**src/rtl/mips_pkg.sv**
```systemverilog
// Shared encodings for the multicycle MIPS control: ALU modes, opcode/funct
// constants, FSM states and datapath mux select values.
package mips_pkg;

  localparam logic [3:0] ALU_AND  = 4'b0000;
  localparam logic [3:0] ALU_OR   = 4'b0001;
  localparam logic [3:0] ALU_XOR  = 4'b0010;
  localparam logic [3:0] ALU_NOR  = 4'b0011;
  localparam logic [3:0] ALU_SLT  = 4'b0100;
  localparam logic [3:0] ALU_NAND = 4'b0101;
  localparam logic [3:0] ALU_ADD  = 4'b1000;
  localparam logic [3:0] ALU_SUB  = 4'b1001;

  localparam logic [5:0] OP_RTYPE = 6'b000000;
  localparam logic [5:0] OP_J     = 6'b000010;
  localparam logic [5:0] OP_BEQ   = 6'b000100;
  localparam logic [5:0] OP_BNE   = 6'b000101;
  localparam logic [5:0] OP_ADDI  = 6'b001000;
  localparam logic [5:0] OP_ANDI  = 6'b001100;
  localparam logic [5:0] OP_ORI   = 6'b001101;
  localparam logic [5:0] OP_XORI  = 6'b001110;
  localparam logic [5:0] OP_LW    = 6'b100011;
  localparam logic [5:0] OP_SW    = 6'b101011;

  localparam logic [5:0] FN_ADD = 6'b100000;
  localparam logic [5:0] FN_SUB = 6'b100010;
  localparam logic [5:0] FN_AND = 6'b100100;
  localparam logic [5:0] FN_OR  = 6'b100101;
  localparam logic [5:0] FN_XOR = 6'b100110;
  localparam logic [5:0] FN_NOR = 6'b100111;
  localparam logic [5:0] FN_SLT = 6'b101010;

  localparam logic [1:0] SRCB_REGB   = 2'b00;
  localparam logic [1:0] SRCB_FOUR   = 2'b01;
  localparam logic [1:0] SRCB_IMM    = 2'b10;
  localparam logic [1:0] SRCB_IMM_SH = 2'b11;

  localparam logic [1:0] PCSRC_ALU    = 2'b00;
  localparam logic [1:0] PCSRC_ALUOUT = 2'b01;
  localparam logic [1:0] PCSRC_JUMP   = 2'b10;

  typedef enum logic [3:0] {
    S_FETCH, S_DECODE, S_EXEC_R, S_WB_R, S_EXEC_I, S_WB_I, S_MEM_ADDR,
    S_MEM_RD, S_WB_MEM, S_MEM_WR, S_BRANCH, S_JUMP, S_TRAP
  } state_t;

  // How the ALU mode is chosen in the current state.
  typedef enum logic [1:0] {
    ACLS_ADD, ACLS_SUB, ACLS_RTYPE, ACLS_ITYPE
  } alu_cls_t;

  function automatic logic is_zext_op(input logic [5:0] op);
    return (op == OP_ANDI) || (op == OP_ORI) || (op == OP_XORI);
  endfunction

endpackage

```
**src/rtl/mips_alu_decode.sv**
```systemverilog
// Combinational ALU-mode decode from the control state class, opcode and funct.
module mips_alu_decode
  import mips_pkg::*;
(
  input  logic [1:0] i_cls,
  input  logic [5:0] i_opcode,
  input  logic [5:0] i_funct,
  output logic [3:0] o_alu_mode,
  output logic       o_funct_valid
);

  always_comb begin
    o_alu_mode    = ALU_ADD;
    o_funct_valid = 1'b1;
    case (i_cls)
      ACLS_SUB: o_alu_mode = ALU_SUB;
      ACLS_RTYPE: begin
        case (i_funct)
          FN_ADD:  o_alu_mode = ALU_ADD;
          FN_SUB:  o_alu_mode = ALU_SUB;
          FN_AND:  o_alu_mode = ALU_AND;
          FN_OR:   o_alu_mode = ALU_OR;
          FN_XOR:  o_alu_mode = ALU_XOR;
          FN_NOR:  o_alu_mode = ALU_NOR;
          FN_SLT:  o_alu_mode = ALU_SLT;
          default: o_funct_valid = 1'b0;
        endcase
      end
      ACLS_ITYPE: begin
        case (i_opcode)
          OP_ANDI: o_alu_mode = ALU_AND;
          OP_ORI:  o_alu_mode = ALU_OR;
          OP_XORI: o_alu_mode = ALU_XOR;
          default: o_alu_mode = ALU_ADD;
        endcase
      end
      default: o_alu_mode = ALU_ADD;
    endcase
  end

endmodule

```
**src/rtl/mips_mc_control.sv**
```systemverilog
// Multicycle MIPS control FSM: Moore decode of the state register, with
// memory-ready qualified fetch strobes and zero-qualified branch PC write.
module mips_mc_control
  import mips_pkg::*;
#(
  parameter logic [3:0] RESET_MODE = 4'b1000
) (
  input  logic       clk,
  input  logic       rst,
  input  logic [5:0] opcode,
  input  logic [5:0] funct,
  input  logic       zero,
  input  logic       mem_ready,
  output logic [3:0] alu_mode,
  output logic       alu_src_a,
  output logic [1:0] alu_src_b,
  output logic       imm_zext,
  output logic       pc_write,
  output logic [1:0] pc_src,
  output logic       iord,
  output logic       mem_read,
  output logic       mem_write,
  output logic       ir_write,
  output logic       reg_write,
  output logic       reg_dst,
  output logic       mem_to_reg,
  output logic       illegal
);

  state_t     r_state;
  state_t     w_next;
  alu_cls_t   w_alu_cls;
  logic [3:0] w_alu_mode;
  logic       w_funct_valid;

  mips_alu_decode u_alu_decode (
    .i_cls         (w_alu_cls),
    .i_opcode      (opcode),
    .i_funct       (funct),
    .o_alu_mode    (w_alu_mode),
    .o_funct_valid (w_funct_valid)
  );

  always_ff @(posedge clk) begin
    if (rst) r_state <= S_FETCH;
    else     r_state <= w_next;
  end

  always_comb begin
    w_next = r_state;
    case (r_state)
      S_FETCH:  if (mem_ready) w_next = S_DECODE;
      S_DECODE: begin
        case (opcode)
          OP_RTYPE:                         w_next = S_EXEC_R;
          OP_LW, OP_SW:                     w_next = S_MEM_ADDR;
          OP_BEQ, OP_BNE:                   w_next = S_BRANCH;
          OP_J:                             w_next = S_JUMP;
          OP_ADDI, OP_ANDI, OP_ORI, OP_XORI: w_next = S_EXEC_I;
          default:                          w_next = S_TRAP;
        endcase
      end
      S_EXEC_R:   w_next = w_funct_valid ? S_WB_R : S_TRAP;
      S_EXEC_I:   w_next = S_WB_I;
      S_MEM_ADDR: w_next = (opcode == OP_SW) ? S_MEM_WR : S_MEM_RD;
      S_MEM_RD:   if (mem_ready) w_next = S_WB_MEM;
      S_MEM_WR:   if (mem_ready) w_next = S_FETCH;
      S_WB_R, S_WB_I, S_WB_MEM, S_BRANCH, S_JUMP: w_next = S_FETCH;
      S_TRAP:     w_next = S_TRAP;
      default:    w_next = S_FETCH;
    endcase
  end

  always_comb begin
    case (r_state)
      S_EXEC_R: w_alu_cls = ACLS_RTYPE;
      S_EXEC_I: w_alu_cls = ACLS_ITYPE;
      S_BRANCH: w_alu_cls = ACLS_SUB;
      default:  w_alu_cls = ACLS_ADD;
    endcase
  end

  // rst overrides the state decode so an aborted access drops its requests at once.
  always_comb begin
    alu_mode   = w_alu_mode;
    alu_src_a  = 1'b0;
    alu_src_b  = SRCB_REGB;
    imm_zext   = 1'b0;
    pc_write   = 1'b0;
    pc_src     = PCSRC_ALU;
    iord       = 1'b0;
    mem_read   = 1'b0;
    mem_write  = 1'b0;
    ir_write   = 1'b0;
    reg_write  = 1'b0;
    reg_dst    = 1'b0;
    mem_to_reg = 1'b0;
    illegal    = 1'b0;
    if (rst) begin
      alu_mode = RESET_MODE;
    end else begin
      case (r_state)
        S_FETCH: begin
          mem_read  = 1'b1;
          alu_src_b = SRCB_FOUR;
          ir_write  = mem_ready;
          pc_write  = mem_ready;
        end
        S_DECODE:   alu_src_b = SRCB_IMM_SH;
        S_EXEC_R:   alu_src_a = 1'b1;
        S_WB_R: begin
          reg_write = 1'b1;
          reg_dst   = 1'b1;
        end
        S_EXEC_I: begin
          alu_src_a = 1'b1;
          alu_src_b = SRCB_IMM;
          imm_zext  = is_zext_op(opcode);
        end
        S_WB_I:     reg_write = 1'b1;
        S_MEM_ADDR: begin
          alu_src_a = 1'b1;
          alu_src_b = SRCB_IMM;
        end
        S_MEM_RD: begin
          mem_read = 1'b1;
          iord     = 1'b1;
        end
        S_WB_MEM: begin
          reg_write  = 1'b1;
          mem_to_reg = 1'b1;
        end
        S_MEM_WR: begin
          mem_write = 1'b1;
          iord      = 1'b1;
        end
        S_BRANCH: begin
          alu_src_a = 1'b1;
          pc_src    = PCSRC_ALUOUT;
          pc_write  = (opcode == OP_BNE) ? ~zero : zero;
        end
        S_JUMP: begin
          pc_src   = PCSRC_JUMP;
          pc_write = 1'b1;
        end
        S_TRAP:  illegal = 1'b1;
        default: ;
      endcase
    end
  end

endmodule

```
**config.mk**
```make
export PLATFORM = sky130hd
export DESIGN_NAME = mips_mc_control
export DESIGN_NICKNAME = d
export VERILOG_FILES = /design/src/rtl/mips_pkg.sv /design/src/rtl/mips_alu_decode.sv /design/src/rtl/mips_mc_control.sv
export SDC_FILE = /design/constraint.sdc
export NUM_CORES = 1
export LEC_CHECK = 0
export ABC_AREA = 1
export ABC_CLOCK_PERIOD_IN_PS = 4900
export CORE_MARGIN = 8
export CORE_UTILIZATION = 43
export CTS_CLUSTER_DIAMETER = 30
export CTS_CLUSTER_SIZE = 20
export DETAILED_ROUTE_END_ITERATION = 7
export PLACE_DENSITY = 0.89
export SLEW_MARGIN = 20
export SYNTH_ARGS = -nofsm -noshare
export SYNTH_HDL_FRONTEND = slang
export SYNTH_SLANG_ARGS = --single-unit
```
**constraint.sdc**
```tcl
create_clock -name clk -period 4.9 [get_ports clk]
set_input_delay 1.47 -clock clk [delete_from_list [all_inputs] [get_ports clk]]
set_output_delay 1.47 -clock clk [all_outputs]
set_load 0.02 [all_outputs]
```
==> metrics, run 1 <==
RSZ-0062 raised after global routing false; CTS tree yes; commonest non-fill, non-tap cell in the layout nor2_1; Die Width 56.62 µm; sequential area share after synthesis 0.1129; Worst Path Max Fanout 7; n_diodes 0; via count of the routed design 1,102; # IOs 35; Multi-input gate area 538.0 µm²; R2R depth 7; Detailed Routing Iterations Pass 1 4; max-cap viol count 0; pin count of the biggest net entering global routing 10; Leak 0.5525 nW; crit path time final around 4.7 ns; #FFs+latches synth 4; vias in the first global route 1,013; area delta synth->final 56.26%; Syn Inst Count 150; most frequent cells in the layout nor2_1 (41), nand2_1 (36), clkdlybuf4s50_1 (33); Inst Count DP about 200; clk slew on worst S/H paths ~0.03 ns; Vias/cell approximately 5.4; # DRC 0; Setup crit end kind output port; setup ws final ~0.17 ns; Starting Density 0.4655; capturing point of the worst reg2reg path r_state[1]$_SDFFE_PP0P_; Data required, critical path approximately 3.4 ns; Cell Count, Final, Fillers Out 204; Placer Congestion 0.9510; worst-skew pair later-pin latency approximately 0.24 ns; Syn Nets 166; status completed; GRT Overall Usage 0.1560; post-route ant nets 0; Post-DP HPWL 2.120 mm; fin nets around 210; maximum root-to-sink buffer count 2; Overflow after GRT 0; pwr dens 328.2 nW/µm²; CP startpoint kind input port; clk root buf clkbuf_4; crit path kind in -> out; share of layout cells above drive strength 1 0.04255; Reg2Reg Setup Slack 3.39 ns; max reg flops 4; Fin. Hold Viols 0; Synth Warn # 0; Netlist cell types 20; final slew viol count 0; synthesized area 709.4 µm²; antenna violations before repair 0; Fin Clk Skew 0.008405 ns; Post-Route WL 2.548 mm; Initial DRC Count 32; wire per inst 12.49 µm; crit path capture alu_mode[0]; Final setup viols 0; H-Tree Depth 1; Reg2Reg Launch Point r_state[1]$_SDFFE_PP0P_; PortBufs 34; core area between 1500 and 2000 µm²; total CTS buffers 3; crit path launch opcode[5]; Reg area 80.08 µm²; chip height 56.62 µm; Worst Tran Pin Value 0.3166 ns; Avg Inst Size Synth 4.730 µm²; clk sinks 4; max frequency between 200 and 250 MHz; Max transition margin 0.7882; crit share post-route 0.9659; Std-Cell Rows 14; setup tns final 0 ns; Top reg by flops r_state; post-place setup slack 0.01170 ns; Hold Crit Class reg -> reg; first-pass GRT wire length 4.319 mm; hold_buf cts 0; Top Registers r_state x4; Die Area 3206 µm²; crit path DAT roughly 3.3 ns; VDD IR-drop max 0.0002487 V; hold path startpoint r_state[3]$_SDFFE_PP0P_; Fillers 147
worst max-delay path, cell delays in order:
cell and delay (ns):
clkdlybuf4s50_1 0.44, nor2_2 0.27, nand2_1 0.09, nor2_1 0.13
a31oi_1 0.09, a21oi_1 0.15, clkdlybuf4s50_1 0.62
cells by family (layout without fill, tap and decap cells):
kind of cell	Yosys count	count (layout)	share of synthesized area
DFF	4	4	0.1129
and+or+nand+nor	106	106	0.6243
buffers and inverters	25	63	0.1323
AOI/OAI and AO/OA	15	15	0.1305
cells in the mapped netlist (all sizes together):
| cell | count | area share |
|---|---|---|
| a21oi | 4 | 0.028 |
| a311o | 1 | 0.014 |
| a31oi | 1 | 0.0088 |
| a41oi | 1 | 0.012 |
| clkbuf | 1 | 0.0053 |
| dfxtp | 4 | 0.11 |
| inv | 24 | 0.13 |
| nand2 | 36 | 0.19 |
| nand3 | 18 | 0.13 |
| nand3b | 1 | 0.011 |
| nor2 | 43 | 0.24 |
| nor3 | 7 | 0.049 |
| nor4 | 1 | 0.0088 |
| o2111ai | 1 | 0.012 |
| o21ai | 5 | 0.035 |
| o21bai | 1 | 0.011 |
| o22ai | 1 | 0.0088 |
worst min-delay path by stage:
stage                               to  cells past startpoint
3_3_place_gp   r_state[3]$_SDFFE_PP0P_                      4
5_1_grt        r_state[3]$_SDFFE_PP0P_                      4
6_report       r_state[3]$_SDFFE_PP0P_                      4
4_1_cts        r_state[3]$_SDFFE_PP0P_                      4
2_1_floorplan  r_state[3]$_SDFFE_PP0P_                      4
3_5_place_dp   r_state[3]$_SDFFE_PP0P_                      4
report_power, final:
part           leakage, nW  switching [W]  internal [W]   total, W
clock network       0.0138      0.0000145     0.0000274  0.0000419
registers           0.0327      0.0000116     0.0000436  0.0000553
logic                0.506       0.000165      0.000101   0.000267
metrics by stage:
step                hold WS [ns]  instance area (µm²)  power (W)    util
global route              0.7545                 1109  0.0003933  0.7274
CTS                       0.7078                 1104  0.0003622  0.7241
global placement          0.6855                 1081  0.0003146  0.7094
detailed placement        0.7033                 1081  0.0003184  0.7094
floorplan                 0.6264                709.4  0.0002222       -
finish                    0.7186                 1109  0.0003638  0.7274
repair_timing:
item / in CTS / in global routing
gates resized for setup: 0 / 2
buffers inserted: 0 / 0
endpoints found under the setup margin: 0 / 3
routing by layer:
layer / wire [µm] / track usage / part of all wire / up-vias
li1: - / - / - / 562
met1: 1097 / 0.1827 / 0.43 / 478
met2: 1182 / 0.2555 / 0.46 / 57
met3: 252 / 0.05169 / 0.099 / 5
met4: 16 / 0.05498 / 0.0063 / 0
met5: 0 / 0 / 0 / -
final cells by class:
cell class,instances,share of cell area
clock buffers,3,0.02032
inverters,24,0.08126
multi-input cells,121,0.4853
flip-flops and latches,4,0.07223
well taps,16,0.01806
repair buffers,36,0.3228
(Power assumes the default switching activity.)
==> run 2, diff against run 1 <==
--- a/config.mk
+++ b/config.mk
@@ -6,7 +6,7 @@
 export NUM_CORES = 1
 export LEC_CHECK = 0
 export ABC_AREA = 1
-export ABC_CLOCK_PERIOD_IN_PS = 4900
+export ABC_CLOCK_PERIOD_IN_PS = 6100
 export CORE_MARGIN = 8
 export CORE_UTILIZATION = 43
 export CTS_CLUSTER_DIAMETER = 30
@@ -17,3 +17,4 @@
 export SYNTH_ARGS = -nofsm -noshare
 export SYNTH_HDL_FRONTEND = slang
 export SYNTH_SLANG_ARGS = --single-unit
+export TNS_END_PERCENT = 10
==> constraint.sdc (replaced) <==
create_clock -name clk -period 6.1 [get_ports clk]
set_input_delay 1.83 -clock clk [delete_from_list [all_inputs] [get_ports clk]]
set_output_delay 1.83 -clock clk [all_outputs]
set_load 0.02 [all_outputs]
==> metrics, run 2 (synthesized netlist as in run 1, its figures left out) <==
final slew viol count 0; crit-path most repeated cell nand3_1; crit path launch opcode[5]; Post-CTS Setup Inserts 0; area delta synth->final 54.50%; chip height 56.62 µm; Max transition margin 0.7397; H-Tree Depth 1; Leak 0.5320 nW; CTS tree yes; Multi-input gate area 535.5 µm²; pwr dens between 200 and 300 nW/µm²; maximum root-to-sink buffer count 2; Final setup viols 0; fin nets roughly 210; Fin Clk Skew between 0.001 and 0.0015 ns; WHS 0.7356 ns; share of layout cells above drive strength 1 0.03209; Top reg by flops r_state; crit path DAT 3.75 ns; Inst Count DP 200; most frequent cells in the layout nor2_1 (42), nand2_1 (36), clkdlybuf4s50_1 (34); post-route ant nets 0; Cell Count, Final, Fillers Out 203; Reg2Reg Launch Point r_state[0]$_SDFFE_PP0P_; Std-Cell Rows 14; VDD IR-drop max 0.0002040 V; Top Registers r_state x4; hold_buf cts 0; core area around 1500 µm²; ordered list of cells on the worst path clkdlybuf4s50_1 > nor2_1 > nand3_1 > o21bai_1 > nand3_1 > nand3_1 > nand2_1 > inv_1 > clkdlybuf4s50_1; crit share post-route 0.9156; Detailed Routing Iterations Pass 1 4; max reg flops 4; GRT Overall Usage 0.1561; Worst Path Max Fanout 7; Worst Tran Pin Value 0.3891 ns; Die Width 56.62 µm; n_diodes 0; Post-Route WL 2.520 mm; wire per inst 12.41 µm; Fillers 150; R2R depth 8; # IOs 35; PostCTS Resize Cnt 0; Initial DRC Count 88; setup tns final 0 ns; via count of the routed design 1,099; max-cap viol count 0; pin count of the biggest net entering global routing 15; Vias/cell about 5.4; CP max-delay cell clkdlybuf4s50_1; crit path kind in -> out; Hold Crit Class reg -> reg; hold path depth 4; vias in the first global route 1,089; antenna violations before repair 0; first-pass GRT wire length 4.436 mm; Post-DP HPWL 2.119 mm; worst-skew pair later-pin latency roughly 0.24 ns; Placer Congestion 0.9562; Die Area 3206 µm²; PortBufs 34; RSZ-0062 raised after global routing false; Overflow after GRT 0; CP startpoint kind input port; hold path startpoint r_state[3]$_SDFFE_PP0P_; clk root buf clkbuf_4; Fin. Hold Viols 0; commonest non-fill, non-tap cell in the layout nor2_1; crit path time final 5.585 ns; Reg area 80.08 µm²; clk sinks 4; max frequency 179.1 MHz; Setup crit end kind output port; # DRC 0; Starting Density 0.4655; status completed; Data required, critical path 4.27 ns; CP max stage delay 0.59 ns; total CTS buffers 3; clk slew on worst S/H paths 0.04 ns
## run 2: metal layers
metal / track usage / vias up / wire length (µm)
met2: 0.2618 / 57 / 1165
li1: - / 556 / -
met1: 0.1883 / 483 / 1127
met4: 0.04467 / 0 / 10
met3: 0.04045 / 3 / 217
met5: 0 / - / 0
## run 2: where the power goes
| part | switching (W) | total [W] | internal (W) |
|---|---|---|---|
| Combinational | 0.000133 | 0.000214 | 0.0000810 |
| Clock | 0.0000112 | 0.0000332 | 0.0000220 |
| Sequential | 0.0000101 | 0.0000452 | 0.0000351 |
| Total | 0.000154 | 0.000292 | 0.000138 |
## run 2: per-stage QoR
| step | util | cell area [µm²] | power [W] | setup WS (ns) |
|---|---|---|---|---|
| CTS | 0.7192 | 1096 | 0.0002914 | 0.5226 |
| detailed placement | 0.7044 | 1074 | 0.0002565 | 0.5229 |
| floorplan | - | 709.4 | 0.0001785 | 1.368 |
| global placement | 0.7044 | 1074 | 0.0002534 | 0.5920 |
| global route | 0.7192 | 1096 | 0.0003170 | 0.3740 |
| finish | 0.7192 | 1096 | 0.0002923 | 0.5150 |
## run 2: cell type report
type	instances	share of cell area
multi-input combinational	121	0.4886
timing repair buffer	35	0.3174
inverter	24	0.08219
sequential	4	0.07306
clock buffer	3	0.02055
tap	16	0.01826
## run 2: path summary, 6_finish.rpt
check	end	slack, ns
setup / recovery	pc_write	0.52
setup reg to reg	r_state[1]$_SDFFE_PP0P_	4.62
hold reg to reg	r_state[3]$_SDFFE_PP0P_	0.74
hold / removal	r_state[3]$_SDFFE_PP0P_	0.74
## run 2: critical path, delay by kind of cell
family / cells / cell delay, ns
buffers and inverters: 3 / 1.06
AOI/OAI and AO/OA: 1 / 0.15
and+or+nand+nor: 5 / 0.72
==> run 3, diff against run 2 <==
--- a/config.mk
+++ b/config.mk
@@ -7,12 +7,13 @@
 export LEC_CHECK = 0
 export ABC_AREA = 1
 export ABC_CLOCK_PERIOD_IN_PS = 6100
-export CORE_MARGIN = 8
-export CORE_UTILIZATION = 43
+export CORE_AREA = 8 8 45 47
 export CTS_CLUSTER_DIAMETER = 30
 export CTS_CLUSTER_SIZE = 20
 export DETAILED_ROUTE_END_ITERATION = 7
-export PLACE_DENSITY = 0.89
+export DIE_AREA = 0 0 53 55
+export DONT_BUFFER_PORTS = 1
+export PLACE_DENSITY = 0.72
 export SLEW_MARGIN = 20
 export SYNTH_ARGS = -nofsm -noshare
 export SYNTH_HDL_FRONTEND = slang
==> metrics, run 3 (synthesized netlist as in run 1, its figures left out) <==
status completed; chip height approximately 55 µm; Worst Tran Pin Value 0.9650 ns; Data required, critical path around 4.3 ns; max-cap viol count 0; crit path launch opcode[5]; CTS tree yes; Design Area, Final 748.2 µm²; Overflow after GRT 0; Die Area 2915 µm²; total CTS buffers 3; Worst Path Max Fanout 7; Post-Route WL 2.171 mm; most frequent cells in the layout nor2_1 (42), nand2_1 (36), inv_1 (23); Fillers 170; first-pass GRT wire length 3.498 mm; CP startpoint kind input port; Top Registers r_state x4; Post-DP HPWL ~1.8 mm; Top reg by flops r_state; H-Tree Depth 1; max reg flops 4; max frequency 201.7 MHz; Reg2Reg Setup Slack 4.66 ns; WHS slightly above 0.7 ns; setup ws final 1.141 ns; post-place setup slack 1.163 ns; # DRC 0; Final setup viols 0; Post-CTS Setup Inserts 0; Starting Density 0.5127; Hold Crit Class reg -> reg; PostCTS Resize Cnt 0; area delta synth->final 5.467%; GRT Overall Usage 0.1507; Leak 0.4017 nW; worst-skew pair later-pin latency 0.23 ns; final slew viol count 0; VDD IR-drop max 0.0001242 V; Initial DRC Count 15; Fin Clk Skew 0.002041 ns; crit path capture imm_zext; # IOs 35; R2R depth 7; crit path kind in -> out; fin nets 170; Reg2Reg Launch Point r_state[1]$_SDFFE_PP0P_; post-route ant nets 0; share of layout cells above drive strength 1 0.03289; vias in the first global route about 870; maximum root-to-sink buffer count 2; crit path DAT 3.13 ns; capturing point of the worst reg2reg path r_state[1]$_SDFFE_PP0P_; crit share post-route 0.8129; clk sinks 4; pin count of the biggest net entering global routing 16; DP Area 725.7 µm²; setup tns final 0 ns; antenna violations before repair 0; Std-Cell Rows 14; n_diodes 0; wire per inst 12.92 µm; Fin. Hold Viols 0; Vias/cell 5.583; clk slew on worst S/H paths 0.04 ns; hold_buf cts 0; via count of the routed design between 900 and 1,000; Max transition margin 0.3507; RSZ-0062 raised after global routing false; Die Width between 50 and 60 µm; commonest non-fill, non-tap cell in the layout nor2_1; Setup crit end kind output port; PortBufs 0; Detailed Routing Iterations Pass 1 4; clk root buf clkbuf_4; crit path time final 4.959 ns; Placer Congestion 0.9094; pwr dens 318.5 nW/µm²; core area 1384 µm²
[run 3: cell count changes in the layout (fill, tap and decap cells not counted)]
cell	change
clkdlybuf4s50_1	-34
buf_4	-1
[run 3: cell type report]
class	count	area (µm²)	area share
multi-input combinational	121	535.5	0.7157
inverter	24	90.09	0.1204
sequential	4	80.08	0.1070
clock buffer	3	22.52	0.03010
tap	16	20.02	0.02676
[run 3: how the worst min path moves through the flow]
stage,slack [ns],end,start,depth (start not counted)
after floorplan,0.63,r_state[3]$_SDFFE_PP0P_,r_state[3]$_SDFFE_PP0P_,4
after global placement,0.69,r_state[3]$_SDFFE_PP0P_,r_state[3]$_SDFFE_PP0P_,4
after detailed placement,0.70,r_state[3]$_SDFFE_PP0P_,r_state[3]$_SDFFE_PP0P_,4
after CTS,0.71,r_state[3]$_SDFFE_PP0P_,r_state[3]$_SDFFE_PP0P_,4
after global routing,0.78,r_state[3]$_SDFFE_PP0P_,r_state[3]$_SDFFE_PP0P_,4
final,0.72,r_state[3]$_SDFFE_PP0P_,r_state[3]$_SDFFE_PP0P_,4
[run 3: critical path, cell delays in order]
cell and delay (ns):
nor2_1 0.31, nand3_1 0.21, nor4_1 0.77
[run 3: layer usage]
layer | track usage | share of wire | wire length (µm) | vias up
li1 | - | - | - | 481
met1 | 0.1639 | 0.40 | 871 | 424
met2 | 0.2793 | 0.50 | 1088 | 33
met3 | 0.04278 | 0.097 | 211 | 0
met4 | 0.03879 | 0 | 0 | 0
met5 | 0 | 0 | 0 | -
[run 3: power breakdown]
part / switching, W / internal [W] / leakage (nW) / total [W]
Sequential: 0.0000110 / 0.0000351 / 0.0327 / 0.0000461
Combinational: 0.000119 / 0.0000411 / 0.355 / 0.000160
Clock: 0.0000104 / 0.0000220 / 0.0138 / 0.0000323
[run 3: metrics by stage]
stage          instances   power, W    util
2_1_floorplan        150  0.0001785       -
3_3_place_gp         165  0.0002048  0.5244
3_5_place_dp         165  0.0002059  0.5244
4_1_cts              168  0.0002389  0.5407
5_1_grt              168  0.0002658  0.5407
6_report             168  0.0002383  0.5407
